<file path="config.mk">
export PLATFORM = sky130hd
export DESIGN_NAME = axi_lite_slave_mem_flat
export DESIGN_NICKNAME = d
export VERILOG_FILES = /design/src/rtl/axi_lite_slave_mem_if.sv /design/src/rtl/axi_lite_slave_mem.sv /design/src/flat_wrapper.sv
export SDC_FILE = /design/constraint.sdc
export NUM_CORES = 1
export LEC_CHECK = 0
export BUFFER_PORTS_ARGS = -buffer_cell sky130_fd_sc_hd__buf_2
export CORE_ASPECT_RATIO = 1.25
export CORE_MARGIN = 8
export CORE_UTILIZATION = 52
export CTS_CLUSTER_DIAMETER = 50
export DETAILED_ROUTE_END_ITERATION = 8
export PLACE_DENSITY_LB_ADDON = 0.12
export SYNTH_ARGS = -nofsm -noshare
export SYNTH_HDL_FRONTEND = slang
export SYNTH_SLANG_ARGS = --single-unit
</file>
<file path="constraint.sdc">
create_clock -name ACLK -period 4.5 [get_ports ACLK]
set_clock_uncertainty 0.15 [all_clocks]
set_input_delay 0.45 -clock ACLK [delete_from_list [all_inputs] [get_ports ACLK]]
set_output_delay 0.45 -clock ACLK [all_outputs]
set_load 0.05 [all_outputs]
</file>
<file path="src/rtl/axi_lite_slave_mem_if.sv">
// AXI4-Lite bus bundle (AW/W/B/AR/R) between the master block and the slave memory.
// Latency: none, wires only.
// Backpressure: carried by the VALID/READY pairs of each channel.
interface axi_lite_slave_mem_if #(
    parameter int ADDR_W = 32,
    parameter int DATA_W = 32
);
    logic [ADDR_W-1:0] AWADDR;
    logic              AWVALID;
    logic              AWREADY;
    logic [DATA_W-1:0] WDATA;
    logic              WVALID;
    logic              WREADY;
    logic [1:0]        BRESP;
    logic              BVALID;
    logic              BREADY;
    logic [ADDR_W-1:0] ARADDR;
    logic              ARVALID;
    logic              ARREADY;
    logic [DATA_W-1:0] RDATA;
    logic [1:0]        RRESP;
    logic              RVALID;
    logic              RREADY;

    modport master (
        output AWADDR, AWVALID, input AWREADY,
        output WDATA, WVALID, input WREADY,
        input BRESP, BVALID, output BREADY,
        output ARADDR, ARVALID, input ARREADY,
        input RDATA, RRESP, RVALID, output RREADY
    );

    modport slave (
        input AWADDR, AWVALID, output AWREADY,
        input WDATA, WVALID, output WREADY,
        output BRESP, BVALID, input BREADY,
        input ARADDR, ARVALID, output ARREADY,
        output RDATA, RRESP, RVALID, input RREADY
    );
endinterface

</file>
<file path="src/rtl/axi_lite_slave_mem.sv">
// AXI4-Lite slave memory: word-addressed register array with decode errors (SLVERR).
// Latency: write response / read data valid one cycle after the completing handshake.
// Backpressure: one outstanding write and one outstanding read; responses held until accepted.
module axi_lite_slave_mem #(
    parameter int                ADDR_W    = 32,
    parameter int                DATA_W    = 32,
    parameter int                DEPTH     = 16,
    parameter logic [ADDR_W-1:0] BASE_ADDR = '0
) (
    input  logic                 ACLK,
    input  logic                 ARESETn,
    axi_lite_slave_mem_if.slave  bus
);
    localparam int         IDX_W  = $clog2(DEPTH);
    localparam logic [1:0] OKAY   = 2'b00;
    localparam logic [1:0] SLVERR = 2'b10;

    typedef enum logic { W_COLLECT, W_RESP } w_state_t;
    typedef enum logic { R_IDLE,    R_RESP } r_state_t;

    logic [DATA_W-1:0] mem [DEPTH];

    w_state_t          w_state;
    logic              awready_q, wready_q, bvalid_q;
    logic [1:0]        bresp_q;
    logic              aw_held, w_held;
    logic [ADDR_W-1:0] aw_addr_q;
    logic [DATA_W-1:0] w_data_q;

    r_state_t          r_state;
    logic              arready_q, rvalid_q;
    logic [1:0]        rresp_q;
    logic [DATA_W-1:0] rdata_q;

    logic              aw_hs, w_hs, ar_hs;
    logic [ADDR_W-1:0] wr_addr, wr_off, rd_off;
    logic [DATA_W-1:0] wr_data;
    logic              wr_ok, rd_ok;
    logic [IDX_W-1:0]  wr_idx, rd_idx;

    assign aw_hs = bus.AWVALID && awready_q;
    assign w_hs  = bus.WVALID  && wready_q;
    assign ar_hs = bus.ARVALID && arready_q;

    // A held address/data beat takes precedence over the live bus value.
    assign wr_addr = aw_held ? aw_addr_q : bus.AWADDR;
    assign wr_data = w_held  ? w_data_q  : bus.WDATA;

    // Offsets wrap modulo 2^ADDR_W; the explicit >= BASE_ADDR test stops low addresses aliasing.
    assign wr_off = wr_addr - BASE_ADDR;
    assign wr_ok  = (wr_addr >= BASE_ADDR) && (wr_off[1:0] == 2'b00)
                    && ((wr_off >> 2) < ADDR_W'(DEPTH));
    assign wr_idx = wr_off[IDX_W+1:2];

    assign rd_off = bus.ARADDR - BASE_ADDR;
    assign rd_ok  = (bus.ARADDR >= BASE_ADDR) && (rd_off[1:0] == 2'b00)
                    && ((rd_off >> 2) < ADDR_W'(DEPTH));
    assign rd_idx = rd_off[IDX_W+1:2];

    assign bus.AWREADY = awready_q;
    assign bus.WREADY  = wready_q;
    assign bus.BVALID  = bvalid_q;
    assign bus.BRESP   = bresp_q;
    assign bus.ARREADY = arready_q;
    assign bus.RVALID  = rvalid_q;
    assign bus.RRESP   = rresp_q;
    assign bus.RDATA   = rdata_q;

    // Write path: collect AW and W in either order, commit to memory, hold B until accepted.
    always_ff @(posedge ACLK) begin
        if (!ARESETn) begin
            w_state   <= W_COLLECT;
            awready_q <= 1'b0;
            wready_q  <= 1'b0;
            bvalid_q  <= 1'b0;
            bresp_q   <= OKAY;
            aw_held   <= 1'b0;
            w_held    <= 1'b0;
            aw_addr_q <= '0;
            w_data_q  <= '0;
            for (int i = 0; i < DEPTH; i++) begin
                mem[i] <= '0;
            end
        end else begin
            case (w_state)
                W_COLLECT: begin
                    if ((aw_held || aw_hs) && (w_held || w_hs)) begin
                        if (wr_ok) begin
                            mem[wr_idx] <= wr_data;
                            bresp_q     <= OKAY;
                        end else begin
                            bresp_q     <= SLVERR;
                        end
                        bvalid_q  <= 1'b1;
                        awready_q <= 1'b0;
                        wready_q  <= 1'b0;
                        aw_held   <= 1'b0;
                        w_held    <= 1'b0;
                        w_state   <= W_RESP;
                    end else begin
                        if (aw_hs) begin
                            aw_held   <= 1'b1;
                            aw_addr_q <= bus.AWADDR;
                        end
                        if (w_hs) begin
                            w_held   <= 1'b1;
                            w_data_q <= bus.WDATA;
                        end
                        // Also brings READYs up on the first cycle out of reset.
                        awready_q <= !(aw_held || aw_hs);
                        wready_q  <= !(w_held || w_hs);
                    end
                end
                W_RESP: begin
                    if (bus.BREADY) begin
                        bvalid_q  <= 1'b0;
                        awready_q <= 1'b1;
                        wready_q  <= 1'b1;
                        w_state   <= W_COLLECT;
                    end
                end
            endcase
        end
    end

    // Read path: capture the addressed word (pre-write value on a same-edge commit), hold R until accepted.
    always_ff @(posedge ACLK) begin
        if (!ARESETn) begin
            r_state   <= R_IDLE;
            arready_q <= 1'b0;
            rvalid_q  <= 1'b0;
            rresp_q   <= OKAY;
            rdata_q   <= '0;
        end else begin
            case (r_state)
                R_IDLE: begin
                    if (ar_hs) begin
                        rdata_q   <= rd_ok ? mem[rd_idx] : '0;
                        rresp_q   <= rd_ok ? OKAY : SLVERR;
                        rvalid_q  <= 1'b1;
                        arready_q <= 1'b0;
                        r_state   <= R_RESP;
                    end else begin
                        arready_q <= 1'b1;
                    end
                end
                R_RESP: begin
                    if (bus.RREADY) begin
                        rvalid_q  <= 1'b0;
                        arready_q <= 1'b1;
                        r_state   <= R_IDLE;
                    end
                end
            endcase
        end
    end
endmodule

</file>
<file path="src/flat_wrapper.sv">
// flat-port wrapper written by rule: the top's interface ports become plain ports
module axi_lite_slave_mem_flat 
#(
    parameter int                ADDR_W    = 32,
    parameter int                DATA_W    = 32,
    parameter int                DEPTH     = 16,
    parameter logic [ADDR_W-1:0] BASE_ADDR = '0
)
  (ACLK, ARESETn, bus_AWADDR, bus_AWVALID, bus_AWREADY, bus_WDATA, bus_WVALID, bus_WREADY, bus_BRESP, bus_BVALID, bus_BREADY, bus_ARADDR, bus_ARVALID, bus_ARREADY, bus_RDATA, bus_RRESP, bus_RVALID, bus_RREADY);
  axi_lite_slave_mem_if #(.ADDR_W(ADDR_W), .DATA_W(DATA_W)) bus_i ();
  input  logic ACLK;
  input  logic ARESETn;
  input wire logic [$bits(bus_i.AWADDR)-1:0] bus_AWADDR;
  input wire logic [$bits(bus_i.AWVALID)-1:0] bus_AWVALID;
  output wire logic [$bits(bus_i.AWREADY)-1:0] bus_AWREADY;
  input wire logic [$bits(bus_i.WDATA)-1:0] bus_WDATA;
  input wire logic [$bits(bus_i.WVALID)-1:0] bus_WVALID;
  output wire logic [$bits(bus_i.WREADY)-1:0] bus_WREADY;
  output wire logic [$bits(bus_i.BRESP)-1:0] bus_BRESP;
  output wire logic [$bits(bus_i.BVALID)-1:0] bus_BVALID;
  input wire logic [$bits(bus_i.BREADY)-1:0] bus_BREADY;
  input wire logic [$bits(bus_i.ARADDR)-1:0] bus_ARADDR;
  input wire logic [$bits(bus_i.ARVALID)-1:0] bus_ARVALID;
  output wire logic [$bits(bus_i.ARREADY)-1:0] bus_ARREADY;
  output wire logic [$bits(bus_i.RDATA)-1:0] bus_RDATA;
  output wire logic [$bits(bus_i.RRESP)-1:0] bus_RRESP;
  output wire logic [$bits(bus_i.RVALID)-1:0] bus_RVALID;
  input wire logic [$bits(bus_i.RREADY)-1:0] bus_RREADY;
  assign bus_i.AWADDR = bus_AWADDR;
  assign bus_i.AWVALID = bus_AWVALID;
  assign bus_AWREADY = bus_i.AWREADY;
  assign bus_i.WDATA = bus_WDATA;
  assign bus_i.WVALID = bus_WVALID;
  assign bus_WREADY = bus_i.WREADY;
  assign bus_BRESP = bus_i.BRESP;
  assign bus_BVALID = bus_i.BVALID;
  assign bus_i.BREADY = bus_BREADY;
  assign bus_i.ARADDR = bus_ARADDR;
  assign bus_i.ARVALID = bus_ARVALID;
  assign bus_ARREADY = bus_i.ARREADY;
  assign bus_RDATA = bus_i.RDATA;
  assign bus_RRESP = bus_i.RRESP;
  assign bus_RVALID = bus_i.RVALID;
  assign bus_i.RREADY = bus_RREADY;
  axi_lite_slave_mem #(.ADDR_W(ADDR_W), .DATA_W(DATA_W), .DEPTH(DEPTH), .BASE_ADDR(BASE_ADDR)) u_core (.ACLK(ACLK), .ARESETn(ARESETn), .bus(bus_i));
endmodule
</file>
* Word level (Yosys, flattened, before mapping)
Memories as Yosys holds them, arrays and structs flattened. Cells that the tools add are included.
Storage, ports and cells: bits in writable memories 512, flip-flop bits (word level) 109, output and inout port bits 41, input bits 103, memories 1, word-level logic and storage cells 89
Cells by class: bitwise logic cells 3, multiplexer cells 38, reductions and logical operators 25, magnitude comparators 4, equality and inequality tests 4
Memory list:
- u_core.mem | depth 16, bits a word 32, read ports 1, clocked after Yosys merged registers in 0, wr ports 16, RTL line axi_lite_slave_mem.sv:21 | logic [DATA_W-1:0] mem [DEPTH];
Operators by type and width (number):
- 32-bit 2-to-1 mux | 4
- 32-bit by 1-bit >= comparator with 1-bit output (second input constant) | 2
- 30-bit by 5-bit < comparator with 1-bit output (second input constant) | 2
- 32-bit OR reduction | 1
- 1-bit 2-to-1 mux | 24
- 1-bit case mux with 2 select lines | 7
- 2-bit AND reduction | 6
- 1-bit logical AND | 8
- 3-bit AND reduction | 2
- 2-bit zero test | 2
- 2-bit 2-to-1 mux | 2
- 4-bit 2-to-1 mux | 1
- 2-bit by 1-bit inequality test with 1-bit output (second input constant) | 2
- 2-bit inequality test (second input constant) | 2
- 2-bit nonzero test | 2
- 1-bit inverter | 3
- 1-bit zero test | 2
- 1-bit logical OR | 2

* Depth between registers and ports, before layout
depth after elaboration 11, depth in mapped cells 8, gate-level depth less buffers 4

* Worst setup path after synthesis
No wires, ideal clock.
path type register to register, start register u_core.awready_q, in the netlist u_core.bus.AWREADY, end memory u_core.mem[6][0] (enable), data required time 3.880 ns, arrival 4.327 ns, setup time 0.470 ns, period minus slack after synthesis 4.947 ns, path buffers 1, setup slack -0.447 ns, cell stages (with the launch flop) 6, path through dfxtp_1 > a21oi_1 > nor4_4 > nand4_4 > clkbuf_1 > o31ai_1
RTL lines:
- start, declared | RTL line axi_lite_slave_mem.sv:24 | logic awready_q, wready_q, bvalid_q;
- start signal, assigned | RTL line axi_lite_slave_mem.sv:110 | awready_q <= !(aw_held || aw_hs);
- end, declared | RTL line axi_lite_slave_mem.sv:21

==> summary by stage <==
Outcome
The flow ran to the end, and the final reports show no timing, DRC or antenna violations.

Critical path
In this run the critical register-to-register path is launched from u_core.aw_held. The register-to-register path setup slack is 780 ps. STA classifies the critical path startpoint as a flop. The critical path class is flop to flop. Measured in cells, the most critical reg-to-reg path has a length of 6. The worst setup path is captured at a flop. The critical path required time is 4560 ps. The arrival time of data at the critical path endpoint is 3780 ps. The endpoint identified for the worst register-to-register timing path is u_core.mem[5][12]. In this run the worst path has a maximum fanout of 49.

Layout
The share of cells above drive strength 1 is 24.6%. The final net count is 2,299. The most common library cell in the layout ignoring fill and taps is edfxtp_1. Relative to the synthesized area, the layout overhead comes to 15.5%. The final design area excluding fillers is 0.0318 mm². The top cell types in the final layout, fill and taps aside, are edfxtp_1, nor3_1, nand2_1, buf_2, mux4_2.

STA
Setup repair after global routing left no endpoint under its margin. The remaining max-slew budget at the tightest pin is 27.7%. For this run, the top clock speed supported by timing is 269 MHz. The final count of hold timing violations is 0. At the pin with the least slew margin, the transition time is 1080 ps. The total count of max-transition violations in the final report was 0. The final critical path takes up 82.7% of the cycle.

Counting I/O delays and the setup requirement, the final critical path takes 3720 ps. The number of endpoints failing setup at the final stage is 0.

Synthesis
By area, the combinational part of the netlist is dominated by simple AND/OR/NAND/NOR gates. The synthesized netlist occupies a cell area of 0.0276 mm². The number of unique standard cell types used by synthesis is 47.

Of the total synthesized cell area, the portion taken by full adders, half adders and majority gates is 0%. The Yosys warning count is 0. The proportion of register bits with asynchronous set or reset after synthesis is 0%.

The average cell area after synthesis is 13.3 µm². The post-synthesis share of cell area spent on and, or, nand and nor gates is 16.2%. For this run, the leading register cell type out of synthesis is edfxtp_1. After synthesis, flip-flops and latches occupy 63.6% of the total area.

The number of flops mapped to enable cells by yosys is 512. The post-synthesis mux area share is 12.0%. The synthesized netlist devotes 4.95% of its cell area to compound gates. Counting flops and latches in the post-synthesis netlist gives 619. The number of instances in the synthesized netlist is 2,074. The synthesized netlist devotes 0% of its cell area to XOR and XNOR gates.

Floorplanning
Row generation in the floorplan step produced 94 rows. The area of the die is 0.0607 mm². In this run the standard cell core region covers 0.0526 mm².

Once the floorplan was initialized, standard cells occupied 52.4% of the core. The chip height is 273 µm. The top-level port count is 144.

The die is 222 µm wide.

Placed design
The last weighted congestion value of the routability-driven placer is 0.789. The count of buffers added on input and output ports is 141. The cell area after placement is 0.0291 mm². The HPWL after detailed placement is 43,800 µm.

Run
The max-cap violation count is 0.

Min path
The path with the worst hold slack has its endpoint at u_core.aw_addr_q[3]. Along the worst hold path, the cell count comes to 3. The worst hold path begins at bus_AWADDR[3]. The worst hold path belongs to the class primary input to flop.

Route
The first routing iteration left 1,646 violations. The detail route stage leaves a number of antenna-violating nets equal to 0. In the final routed layout, each cell accounts on average for 26.6 µm. The pre-antenna-repair detailed-routing pass consisted of 8 iterations. After detailed routing, the number of remaining DRC violations is 0. For this block, the routed nets add up to 77,900 µm of wire. After detailed routing, the number of vias per cell comes to 6.37.

The vias after detailed routing is 18,600.

CTS
The post-cts repair resize count is 0. The CTS tree is yes. CTS built an H-tree with a depth of 3. The sink count of the clock tree is 619. Clock-pin slew was measured on the worst setup and hold paths at 60 ps. The tree is rooted in a clkbuf_16. In this run the deepest clock path goes through 3 buffers. The clock reaches the later pin of the worst-skew pair after 600 ps. The number of clock buffers inserted by TritonCTS is 66.

Power
Summed over all cells, the static leakage comes to 10.4 nW. After layout, the design draws a total of 0.0129 W. The worst vdd rail ir drop is 0.000330 V. The power density over the cells is 405 mW/mm².

Global route
The number of global-route vias before repair is 19,300. Entering global routing, the biggest net connects 189 pins. The first global-routing pass estimated 117,000 µm of wire. The residual overflow from global routing is 0.

Across every metal layer, demand over resource in global routing totals 25.6%. The number of antenna violations at the first check in global routing is 1.
-- how the worst max path moves through the flow --
stage,to,from,cells past startpoint
2_1_floorplan,u_core.mem[12][0],u_core.bus.AWREADY,5
3_3_place_gp,u_core.mem[5][16],u_core.aw_held,6
3_5_place_dp,u_core.mem[5][16],u_core.aw_held,6
4_1_cts,u_core.mem[5][12],u_core.aw_held,6
5_1_grt,u_core.mem[5][12],u_core.aw_held,6
6_report,u_core.mem[5][12],u_core.aw_held,6
-- report_power, final --
part / switching, W / internal [W]
clock: 0.00222 / 0.00310
combinational: 0.000744 / 0.000386
sequential: 0.0000675 / 0.00638
-- kinds of logic after synthesis --
| logic type | Yosys count |
|---|---|
| flip-flops | 619 |
| AO/OA/AOI/OAI | 197 |
| AND/OR/NAND/NOR | 877 |
| other | 1 |
| buffers and inverters | 214 |
| multiplexers | 166 |
-- final cells by class --
cell class | count | area [µm²]
Antenna cell | 5 | 12.5
Clock buffer | 97 | 1930
Clock inverter | 24 | 173
Fill cell | 4049 | 20700
Inverter | 4 | 15.0
Multi-Input combinational cell | 1242 | 9460
Sequential cell | 619 | 17500
Tap cell | 672 | 841
Timing Repair Buffer | 263 | 1900
-- what timing repair did --
item / 4_1_cts / 5_1_grt
setup buffers: 0 / 0
hold buffers: 65 / 0
hold endpoints to repair: 66 / 0
-- synthesized netlist by cell type, drive strengths merged, types with 3 or more instances --
| master | instances | area share [%] |
|---|---|---|
| buf | 80 | 1.4 |
| inv | 4 | 0.054 |
| mux2 | 32 | 1.3 |
| mux4 | 128 | 10 |
| o21ai | 4 | 0.11 |
| dfxtp | 107 | 7.8 |
| a211oi | 3 | 0.082 |
| nor2b | 6 | 0.14 |
| o31ai | 16 | 0.44 |
| nor4 | 16 | 0.42 |
| o22ai | 3 | 0.068 |
| nand2b | 5 | 0.11 |
| nor2 | 19 | 0.26 |
| nand4 | 5 | 0.33 |
| a21oi | 67 | 1.2 |
| o32ai | 3 | 0.095 |
| a22oi | 61 | 1.7 |
| mux2i | 6 | 0.22 |
| nand2 | 292 | 4.0 |
| nand3 | 6 | 0.11 |
| clkbuf | 130 | 1.8 |
| edfxtp | 512 | 56 |
| a22o | 34 | 1.1 |
| nor3 | 518 | 11 |
-- worst max-delay path, cell delays in order (launching register included) --
cell and delay (ps):
dfxtp_1 860, a21oi_1 250, nor4_4 580, nand4_4 270, buf_4 400, o31ai_4 230, buf_4 570
-- metal layers --
layer	part of all wire, %	up-vias	wire length, µm	global-route usage (%)
met5	0	-	0	0
met4	2.8	0	2150	8.92
met3	7.8	164	6100	3.92
met2	51	885	39600	44.2
met1	39	9332	30000	32.7
li1	-	8258	-	-
-- through the flow --
step           setup TNS (ps)  worst slack, ps  hold slack, ps  instances  utilization, %
6_report                    0              779            62.5       2926            60.6
2_1_floorplan          -51720             -406             271       2075               -
3_3_place_gp                0              883             284       2735            55.3
4_1_cts                     0              792            18.8       2921            60.5
3_5_place_dp                0              814             292       2735            55.3
5_1_grt                     0              608            84.6       2922            60.5
-- state kept, by name (all words and copies together) (netlist names), 32 cells and up --
| name | count |
|---|---|
| u_core.aw_addr_q | 32 |
| u_core.mem | 512 |
| u_core.bus.RDATA | 32 |
| u_core.w_data_q | 32 |
No activity file was read; power rests on OpenSTA's default activity.
